[src/rtl/traffic_light_monitor.sv]
// Safety monitor behind the traffic light controller. It forwards healthy lamp samples and latches a fault with flashing red on any violation.
// Latency: 1 cycle from inputs to lamp outputs. Backpressure: none; inputs are sampled every cycle.
// Optional MONITOR_STATS_EN adds a saturating fault_count output.
module traffic_light_monitor #(
    parameter int MIN_GREEN  = 4,
    parameter int MIN_YELLOW = 2,
    parameter int MAX_PHASE  = 64,
    parameter int FLASH_HALF = 5
) (
    input  logic       clk,
    input  logic       reset,
    input  logic [2:0] north_in,
    input  logic [2:0] east_in,
    input  logic       clear_fault,
    output logic [2:0] north_out,
    output logic [2:0] east_out,
    output logic       fault,
    output logic [2:0] fault_code
`ifdef MONITOR_STATS_EN
    ,
    output logic [7:0] fault_count
`endif
);

    localparam logic [2:0] RED = 3'b100;
    localparam logic [2:0] YEL = 3'b010;
    localparam logic [2:0] GRN = 3'b001;
    localparam logic [2:0] DARK = 3'b000;

    localparam int PH_MAX = (MIN_GREEN > MIN_YELLOW) ? MIN_GREEN : MIN_YELLOW;
    localparam int PW = $clog2(PH_MAX + 1);
    localparam int SW = $clog2(MAX_PHASE + 1);
    localparam int FW = $clog2(2 * FLASH_HALF);

    localparam logic [PW-1:0] PH_ONE   = PW'(1);
    localparam logic [PW-1:0] PH_SAT   = PW'(PH_MAX);
    localparam logic [PW-1:0] MIN_G_V  = PW'(MIN_GREEN);
    localparam logic [PW-1:0] MIN_Y_V  = PW'(MIN_YELLOW);
    localparam logic [SW-1:0] STALL_MX = SW'(MAX_PHASE);
    localparam logic [FW-1:0] FL_HALF  = FW'(FLASH_HALF);
    localparam logic [FW-1:0] FL_LAST  = FW'(2 * FLASH_HALF - 1);

    typedef enum logic [1:0] {
        ST_INIT  = 2'd0,
        ST_RUN   = 2'd1,
        ST_FAULT = 2'd2
    } state_t;

    state_t        state_q;
    logic [2:0]    north_q, east_q;
    logic [2:0]    prev_n_q, prev_e_q;
    logic          fault_q;
    logic [2:0]    code_q;
    logic [PW-1:0] ph_n_q, ph_e_q;
    logic [SW-1:0] stall_q;
    logic [FW-1:0] flash_q;
`ifdef MONITOR_STATS_EN
    logic [7:0]    fault_count_q;
`endif

    logic          n_legal, e_legal, n_chg, e_chg, start_ok;
    logic [PW-1:0] ph_n_d, ph_e_d;
    logic [SW-1:0] stall_d;
    logic [FW-1:0] flash_d;
    logic [2:0]    code_d;

    function automatic logic is_legal(input logic [2:0] v);
        return (v == RED) || (v == YEL) || (v == GRN);
    endfunction

    function automatic logic trans_ok(input logic [2:0] p, input logic [2:0] c);
        return ((p == GRN) && (c == YEL)) ||
               ((p == YEL) && (c == RED)) ||
               ((p == RED) && (c == GRN));
    endfunction

    // A direction that leaves green/yellow must have held it long enough.
    function automatic logic too_short(input logic [2:0] p, input logic [2:0] c,
                                       input logic [PW-1:0] cnt);
        return (c != p) && (((p == GRN) && (cnt < MIN_G_V)) ||
                            ((p == YEL) && (cnt < MIN_Y_V)));
    endfunction

    always_comb begin
        n_legal  = is_legal(north_in);
        e_legal  = is_legal(east_in);
        n_chg    = (north_in != prev_n_q);
        e_chg    = (east_in != prev_e_q);
        start_ok = n_legal && e_legal && ((north_in == RED) || (east_in == RED));

        ph_n_d = n_chg ? PH_ONE : ((ph_n_q == PH_SAT) ? ph_n_q : ph_n_q + PH_ONE);
        ph_e_d = e_chg ? PH_ONE : ((ph_e_q == PH_SAT) ? ph_e_q : ph_e_q + PH_ONE);

        stall_d = '0;
        if (!n_chg && !e_chg) begin
            stall_d = (stall_q == STALL_MX) ? stall_q : stall_q + SW'(1);
        end

        flash_d = (flash_q == FL_LAST) ? '0 : flash_q + FW'(1);

        // Ordered so the lowest code wins when several checks fire together.
        code_d = 3'd0;
        if (!n_legal || !e_legal) begin
            code_d = 3'd1;
        end else if ((north_in != RED) && (east_in != RED)) begin
            code_d = 3'd2;
        end else if ((n_chg && !trans_ok(prev_n_q, north_in)) ||
                     (e_chg && !trans_ok(prev_e_q, east_in))) begin
            code_d = 3'd3;
        end else if (too_short(prev_n_q, north_in, ph_n_q) ||
                     too_short(prev_e_q, east_in, ph_e_q)) begin
            code_d = 3'd4;
        end else if (stall_d == STALL_MX) begin
            code_d = 3'd5;
        end
    end

    always_ff @(posedge clk or negedge reset) begin
        if (!reset) begin
            state_q  <= ST_INIT;
            north_q  <= RED;
            east_q   <= RED;
            prev_n_q <= RED;
            prev_e_q <= RED;
            fault_q  <= 1'b0;
            code_q   <= 3'd0;
            ph_n_q   <= '0;
            ph_e_q   <= '0;
            stall_q  <= '0;
            flash_q  <= '0;
`ifdef MONITOR_STATS_EN
            fault_count_q <= 8'd0;
`endif
        end else begin
            case (state_q)
                ST_INIT: begin
                    north_q <= RED;
                    east_q  <= RED;
                    if (start_ok) begin
                        state_q  <= ST_RUN;
                        prev_n_q <= north_in;
                        prev_e_q <= east_in;
                        north_q  <= north_in;
                        east_q   <= east_in;
                        ph_n_q   <= PH_ONE;
                        ph_e_q   <= PH_ONE;
                        stall_q  <= '0;
                    end
                end
                ST_RUN: begin
                    if (code_d != 3'd0) begin
                        state_q <= ST_FAULT;
                        fault_q <= 1'b1;
                        code_q  <= code_d;
                        north_q <= RED;
                        east_q  <= RED;
                        flash_q <= '0;
`ifdef MONITOR_STATS_EN
                        if (fault_count_q != 8'hFF) begin
                            fault_count_q <= fault_count_q + 8'd1;
                        end
`endif
                    end else begin
                        north_q  <= north_in;
                        east_q   <= east_in;
                        prev_n_q <= north_in;
                        prev_e_q <= east_in;
                        ph_n_q   <= ph_n_d;
                        ph_e_q   <= ph_e_d;
                        stall_q  <= stall_d;
                    end
                end
                ST_FAULT: begin
                    if (clear_fault) begin
                        state_q <= ST_INIT;
                        fault_q <= 1'b0;
                        code_q  <= 3'd0;
                        north_q <= RED;
                        east_q  <= RED;
                        flash_q <= '0;
                    end else begin
                        flash_q <= flash_d;
                        north_q <= (flash_d < FL_HALF) ? RED : DARK;
                        east_q  <= (flash_d < FL_HALF) ? RED : DARK;
                    end
                end
                default: begin
                    state_q <= ST_INIT;
                    north_q <= RED;
                    east_q  <= RED;
                end
            endcase
        end
    end

    assign north_out  = north_q;
    assign east_out   = east_q;
    assign fault      = fault_q;
    assign fault_code = code_q;
`ifdef MONITOR_STATS_EN
    assign fault_count = fault_count_q;
`endif

endmodule
[config.mk]
export PLATFORM = sky130hd
export DESIGN_NAME = traffic_light_monitor
export DESIGN_NICKNAME = d
export VERILOG_FILES = /design/src/rtl/traffic_light_monitor.sv
export SDC_FILE = /design/constraint.sdc
export NUM_CORES = 1
export LEC_CHECK = 0
export ABC_AREA = 1
export CORE_MARGIN = 2
export CORE_UTILIZATION = 50
export CTS_BUF_LIST = sky130_fd_sc_hd__clkbuf_2
export CTS_CLUSTER_SIZE = 28
export DETAILED_ROUTE_END_ITERATION = 6
export PLACE_DENSITY = 0.76
export REMOVE_ABC_BUFFERS = 1
export SETUP_SLACK_MARGIN = 0.02
export SYNTH_ARGS = -nofsm -noshare
export SYNTH_HDL_FRONTEND = slang
export SYNTH_SLANG_ARGS = --single-unit
export TNS_END_PERCENT = 1
[constraint.sdc]
create_clock -name clk -period 1.9 [get_ports clk]
set_input_delay 0.285 -clock clk [delete_from_list [all_inputs] [get_ports clk]]
set_output_delay 0.285 -clock clk [all_outputs]
set_load 0.02 [all_outputs]
==> impl_results.md, run 1 <==
* Unique masters post-synth at 34
* Min Tclk post-route at approximately 2.0 ns
* I/O Pins at 19
* Clock Latency Late Sink at 0.39 ns
* DRT iter0 DRCs at 206
* Post-synthesis mux area share at 0
* Final antenna-violating net count at 0
* Clk slew on worst S/H paths at roughly 0.20 ns
* Post-synthesis compound-gate area fraction at 0.0951
* Worst vdd ir at 786 uV
* Post-synthesis xor/xnor area fraction at 0.0371
* CP startpoint kind: flip-flop
* CP max stage delay at 0.47 ns
* Nets at about 380
* Wire per inst at 13.0 um
* Antenna violations before repair at 0
* CTS Sinks at 35
* Number of fill cells at 334
* Max-slew violation count at 0
* Slack of the critical path at -0.128 ns
* Total grt overflow at 0
* Tot Pwr at 3.58 mW
* Critical path required time at approximately 2.2 ns
* Pin count of the biggest net entering global routing at 36
* Flops & latches, synth at 35
* Reg2Reg Depth at 12
* CP arrival at 2.34 ns
* Largest family of logic cells by synthesized area: simple AND/OR/NAND/NOR gates
* RR Startpoint: stall_q[4]
* CTS tree: built
* Crit Path Class: flip-flop to flip-flop
* MaxCap Viol Count at 0
* Post-route cell area at 3110 um^2
* Worst R2R Setup Slack at -0.13 ns
* CTS Buf Count at 5
* Final Hold Viols at 0
* Final period util at 1.07
* Core outline area at 4410 um^2
* Longest Clk Path Bufs at 2
* Mean Syn Cell Area at between 7 and 8 um^2
* CP max FO at 6
* Via density at 5.29
* Worst slew margin at 0.696
* Simple-Gate Fraction of Synth Area at 0.356
* Synth Area in Adders at 0.0430
* Layout overhead on the synthesized area at 33.6%
* DRC at 0
* Port bufs at 18
* RD Place Congestion at roughly 0.90
* Setup Skew at 0.0203 ns
* Fmax at a little under 500 MHz
* Synth Cell Area at between 2000 and 2500 um^2
* CP Capture Type: flip-flop
* Hold slack at about 0.27 ns
* Floorplan row count at 24
* Vias in the first global route at 2057
* Hold crit path type: input pin to async pin
* First-pass DRT Iterations at 4
* Run status: complete, but fails checks
* Synth Warn # at 0
* Final wirelength at between 5000 and 6000 um
* DIE AREA at 5220 um^2
* Failing checks: setup timing
* Starting Density at 0.528
* Placed inst area at around 2700 um^2
* HPWL after detailed placement at 3610 um
* First-pass GRT wire length at 8810 um
* Die Wd at just over 70 um
* Root Buffer: clkbuf_2
* Unrepaired setup endpoints after global routing: yes
* Final setup viols at 35
* H-tree Lvls at 2
* Vias post-DR at roughly 2.2k
* Leak at 1.43 nW
* Gr usage total at 0.217
* Antenna diodes at 0
* Die Span Y at between 70 and 80 um
* Power per cell area at ~1200 nW/um^2
* Crit-path cells: nor2_1 > nand3_4 > xor2_2 > nand2_1 > nor2_2 > nand2_1 > nand3_2 > nand2_8 > buf_6 > buf_6 > nand4_1 > nand2_1
* CP max stage cell: dfrtp_1
* Share of cells above drive strength 1 at 0.381
* Cell count after synthesis at 296
* Actual slew at the worst max-slew pin at 0.457 ns
* Sequential-to-total area share from yosys stat at 0.378
* Most frequent CP cell: nand2_1
* Reg2Reg Capture Point: ph_n_q[1]
-- cell usage in the layout (no fill, tap or decap), types with 3 or more instances in the layout --
cell type and count:
buf_4 37, buf_6 4, clkbuf_2 5, clkdlybuf4s50_1 16
dfrtp_1 30, dfstp_2 4, ha_1 6, inv_1 23
inv_2 13, nand2_1 61, nand2_2 23, nand2_8 4
nand3_1 25, nand3_2 6, nand3b_1 3, nand4_1 9
nor2_1 21, nor2_2 5, nor2_4 6, nor3_1 4
o21ai_0 6, o21ai_2 13, o22ai_1 3, xor2_1 4
-- per-stage QoR --
step	std cells	setup WS, ns	util	TNS, ns
final	412	-0.128	0.705	-2.50
after floorplan	290	0.0188	-	0
after global routing	412	-0.230	0.705	-6.08
after global placement	393	-0.439	0.623	-12.86
after detailed placement	393	-0.524	0.623	-15.31
after CTS	408	-0.103	0.677	-1.74
-- kinds of logic after synthesis --
group | count (synthesis)
AO/OA/AOI/OAI | 30
XOR/XNOR | 9
adder cells (fa/ha/maj) | 8
buffers and inverters | 43
flip-flops | 35
AND/OR/NAND/NOR | 171
-- layout make-up --
cell class	count	area, um^2	area share
Clock buffer	5	25.0	0.00804
Clock inverter	3	20.0	0.00643
Inverter	37	139	0.0446
Multi-Input combinational cell	220	1450	0.467
Sequential cell	35	882	0.283
Tap cell	52	65.1	0.0209
Timing Repair Buffer	60	528	0.170
-- Yosys cell counts (all sizes together) --
| cell type | number | area share |
|---|---|---|
| nand3 | 33 | 0.077 |
| xnor2 | 3 | 0.015 |
| nor3 | 4 | 0.0086 |
| dfstp | 4 | 0.045 |
| nor4 | 2 | 0.0054 |
| nand4 | 9 | 0.024 |
| buf | 5 | 0.030 |
| ha | 8 | 0.043 |
| o21ai | 19 | 0.062 |
| clkinv | 1 | 0.0016 |
| o211ai | 1 | 0.0032 |
| a21boi | 1 | 0.0032 |
| nand3b | 3 | 0.0097 |
| o22ai | 4 | 0.011 |
| nor2 | 32 | 0.066 |
| dfrtp | 31 | 0.33 |
| o21bai | 2 | 0.0064 |
| clkbuf | 1 | 0.0016 |
| a21oi | 1 | 0.0021 |
| inv | 36 | 0.058 |
| xor2 | 6 | 0.023 |
| nand2 | 88 | 0.16 |
| o2111ai | 2 | 0.0075 |
-- per-layer routing --
layer | share of wire | global-route usage
met1 | 0.44 | 0.274
met2 | 0.49 | 0.356
met3 | 0.049 | 0.0458
met4 | 0.022 | 0.103
met5 | 0 | 0
-- sequential cells by signal (all words and copies together) (netlist names) --
| name | flops |
|---|---|
| stall_q | 7 |
| flash_q | 4 |
| east_out | 3 |
| fault_code | 3 |
| north_out | 3 |
| ph_e_q | 3 |
| ph_n_q | 3 |
| prev_e_q | 3 |
| prev_n_q | 3 |
| state_q | 2 |
| fault | 1 |
-- critical path: cells and delay by family (launching register included) --
| kind | cells | cell delay [ns] |
|---|---|---|
| xor+xnor | 1 | 0.21 |
| buf+inv | 2 | 0.25 |
| flops | 1 | 0.47 |
| simple gates | 9 | 1.04 |
-- timing repair --
item / in CTS / in global routing
gates resized for setup: 33 / 23
pin swaps: 13 / 16
hold buffers: 0 / 0
buffers inserted: 6 / 3
endpoints found under the setup margin: 35 / 37
gates cloned: 1 / 1
-- worst max path at each step --
stage | from | to | slack (ns)
5_1_grt | stall_q[4] | ph_n_q[1] | -0.23
3_5_place_dp | east_in[2] | prev_e_q[0] | -0.52
6_report | stall_q[4] | ph_n_q[1] | -0.13
2_1_floorplan | prev_n_q[2] | prev_e_q[0] | 0.02
3_3_place_gp | east_in[2] | prev_e_q[0] | -0.44
4_1_cts | stall_q[0] | ph_n_q[1] | -0.10
-- where the power goes --
group / leakage [nW] / switching [mW] / internal (mW) / total, mW
registers: 0.457 / 0.185 / 0.962 / 1.15
logic: 0.951 / 1.20 / 0.884 / 2.09
clock network: 0.0250 / 0.257 / 0.0872 / 0.344
total: 1.43 / 1.65 / 1.93 / 3.58
No activity file was read; power rests on OpenSTA's default activity.
==> run 2, diff against run 1 <==
- TNS_END_PERCENT: 1 -> not set
==> impl_results.md, run 2 (same netlist as run 1, synthesis figures left out) <==
* DRT iter0 DRCs at 106 (-49%)
* Wire per inst at 14.3 um (+10%)
* Placed insts at 393 (unchanged)
* Most frequent cells in the layout: nand2_1, buf_4, dfrtp_1
* Min Tclk post-route at 2.09 ns (+0.0662 ns)
* Worst slew margin at 0.694 (-0.00182)
* RR Startpoint: stall_q[4]
* Root Buffer: clkbuf_2
* Final period util at 1.10 (+0.0349)
* Gr usage total at 0.233 (+0.0159)
* Crit Path Class: flip-flop to flip-flop
* Total grt overflow at 0 (unchanged)
* Run status: complete, but fails checks
* Worst R2R Setup Slack at -0.19 ns (-0.07 ns)
* RD Place Congestion at 0.901 (unchanged)
* Largest Register: stall_q
* CTS Sinks at 35 (unchanged)
* Layout Utilization at 0.745 (+0.0400)
* Failing checks: setup timing
* I/O Pins at 19 (unchanged)
* Max-slew violation count at 0 (unchanged)
* Share of cells above drive strength 1 at 0.431 (+0.0503)
* Post-route cell area at 3290 um^2 (+5.7%)
* Power per cell area at 1190 nW/um^2 (+3.8%)
* CP max stage delay at 0.47 ns (about the same)
* Core outline area at 4410 um^2 (unchanged)
* Commonest non-fill, non-tap cell in the layout: nand2_1
* # hold bufs at CTS at 0 (unchanged)
* Fmax at 478 MHz (-3.2%)
* CP startpoint kind: flip-flop
* Pin count of the biggest net entering global routing at 36 (unchanged)
* Vias in the first global route at 2124 (+3.3%)
* Hold slack at 0.284 ns (+0.0143 ns)
* Reg2Reg Capture Point: stall_q[4]
* Clock Latency Late Sink at 0.39 ns (about the same)
* Setup Skew at 0.0186 ns (-0.00169 ns)
* Via density at 5.46 (+3.2%)
* Post-Route Setup TNS at -3.93 ns (-1.43 ns)
* First-pass GRT wire length at 9450 um (+7.3%)
* Starting Density at 0.528 (unchanged)
* MaxCap Viol Count at 0 (unchanged)
* Critical path required time at 2.21 ns (about the same)
* CP max FO at 8 (+2)
* Longest Clk Path Bufs at 2 (unchanged)
* H-tree Lvls at 2 (unchanged)
* Slack of the critical path at -0.194 ns (-0.0662 ns)
* Top delay family on crit path: simple AND/OR/NAND/NOR gates
* Actual slew at the worst max-slew pin at 0.459 ns (+0.00273 ns)
* Die Wd at 72.3 um (unchanged)
* HPWL after detailed placement at 3610 um (unchanged)
* CP bufs+invs at 1 (-1)
* Layout overhead on the synthesized area at 41.1%
* CP Capture Type: flip-flop
* Hold crit path type: input pin to async pin
* Tot Pwr at 3.93 mW (+9.7%)
* Worst vdd ir at 827 uV (+5.3%)
* Max reg flops at 7 (unchanged)
* Top flop regs: stall_q x7, flash_q x4
* Die Span Y at 72.3 um (unchanged)
* Clk slew on worst S/H paths at 0.20 ns (about the same)
* Reg2Reg Depth at 12 (unchanged)
* Worst Setup SP: stall_q[4]
* CP max stage cell: dfrtp_1
* Non-filler cells, final at 421 (+2.2%)
* Placed inst area at 2750 um^2 (unchanged)
* CP arrival at 2.40 ns (+0.06 ns)
* CTS tree: built
* Final wirelength at 6020 um (+13%)
* DRC at 0 (unchanged)
* Final setup viols at 35 (unchanged)
* Final antenna-violating net count at 0 (unchanged)
* Nets at 385 (+2.4%)
* Unrepaired setup endpoints after global routing: yes
* Antenna violations before repair at 0 (unchanged)
* First-pass DRT Iterations at 4 (unchanged)
* Vias post-DR at 2297 (+5.5%)
* CTS Buf Count at 5 (unchanged)
* Setup slack at placement at -0.524 ns (unchanged)
* Number of fill cells at 293 (-12%)
* DIE AREA at 5220 um^2 (unchanged)
* Floorplan row count at 24 (unchanged)
* Leak at 1.50 nW (+5.0%)
* Port bufs at 18 (unchanged)
* Crit-path cells: nor2_1 > nand3_4 > xor2_2 > nand2_1 > nor2_2 > nand2_2 > nand3_4 > nand2_8 > buf_4 > nand2_8 > nand2_2 > o21ai_2
* Antenna diodes at 0 (unchanged)
* Final Hold Viols at 0 (unchanged)
run 2: worst max-delay path by stage:
stage | to | slack [ns] | cells past startpoint
after detailed placement | prev_e_q[0] | -0.52 | 13
final | stall_q[4] | -0.19 | 12
after global placement | prev_e_q[0] | -0.44 | 13
after CTS | ph_n_q[1] | -0.10 | 17
after global routing | stall_q[4] | -0.25 | 15
after floorplan | prev_e_q[0] | 0.02 | 13
run 2: layout make-up:
cell class | instances | area (um^2) | share of cell area
repair buffers | 68 | 609 | 0.185
clock buffers | 5 | 25.0 | 0.00761
clock inverters | 3 | 20.0 | 0.00609
well taps | 52 | 65.1 | 0.0198
inverters | 37 | 139 | 0.0422
multi-input cells | 221 | 1550 | 0.470
flip-flops and latches | 35 | 883 | 0.269
run 2: report_power, final:
group / leakage, nW / internal [mW] / total (mW) / switching, mW
sequential: 0.455 / 0.964 / 1.15 / 0.186
combinational: 1.02 / 1.05 / 2.43 / 1.38
clock: 0.0250 / 0.0872 / 0.346 / 0.259
total: 1.50 / 2.10 / 3.93 / 1.83
run 2: what timing repair did:
| item | CTS | global route |
|---|---|---|
| setup buffers | 10 | 7 |
| resized for setup | 46 | 33 |
| endpoints found under the setup margin | 35 | 37 |
| pin swaps | 18 | 20 |
| gates cloned | 2 | 1 |
run 2: layer usage:
layer  GRT usage  routed length [um]
met5           0                   0
met3      0.0458                 302
met1       0.294                2590
met4       0.107                 187
met2       0.385                2940
==> run 3, diff against run 2 <==
- CAP_MARGIN: not set -> 15
==> results of run 3 <==
Final layout, timing and power as in run 2 (identical DEF).
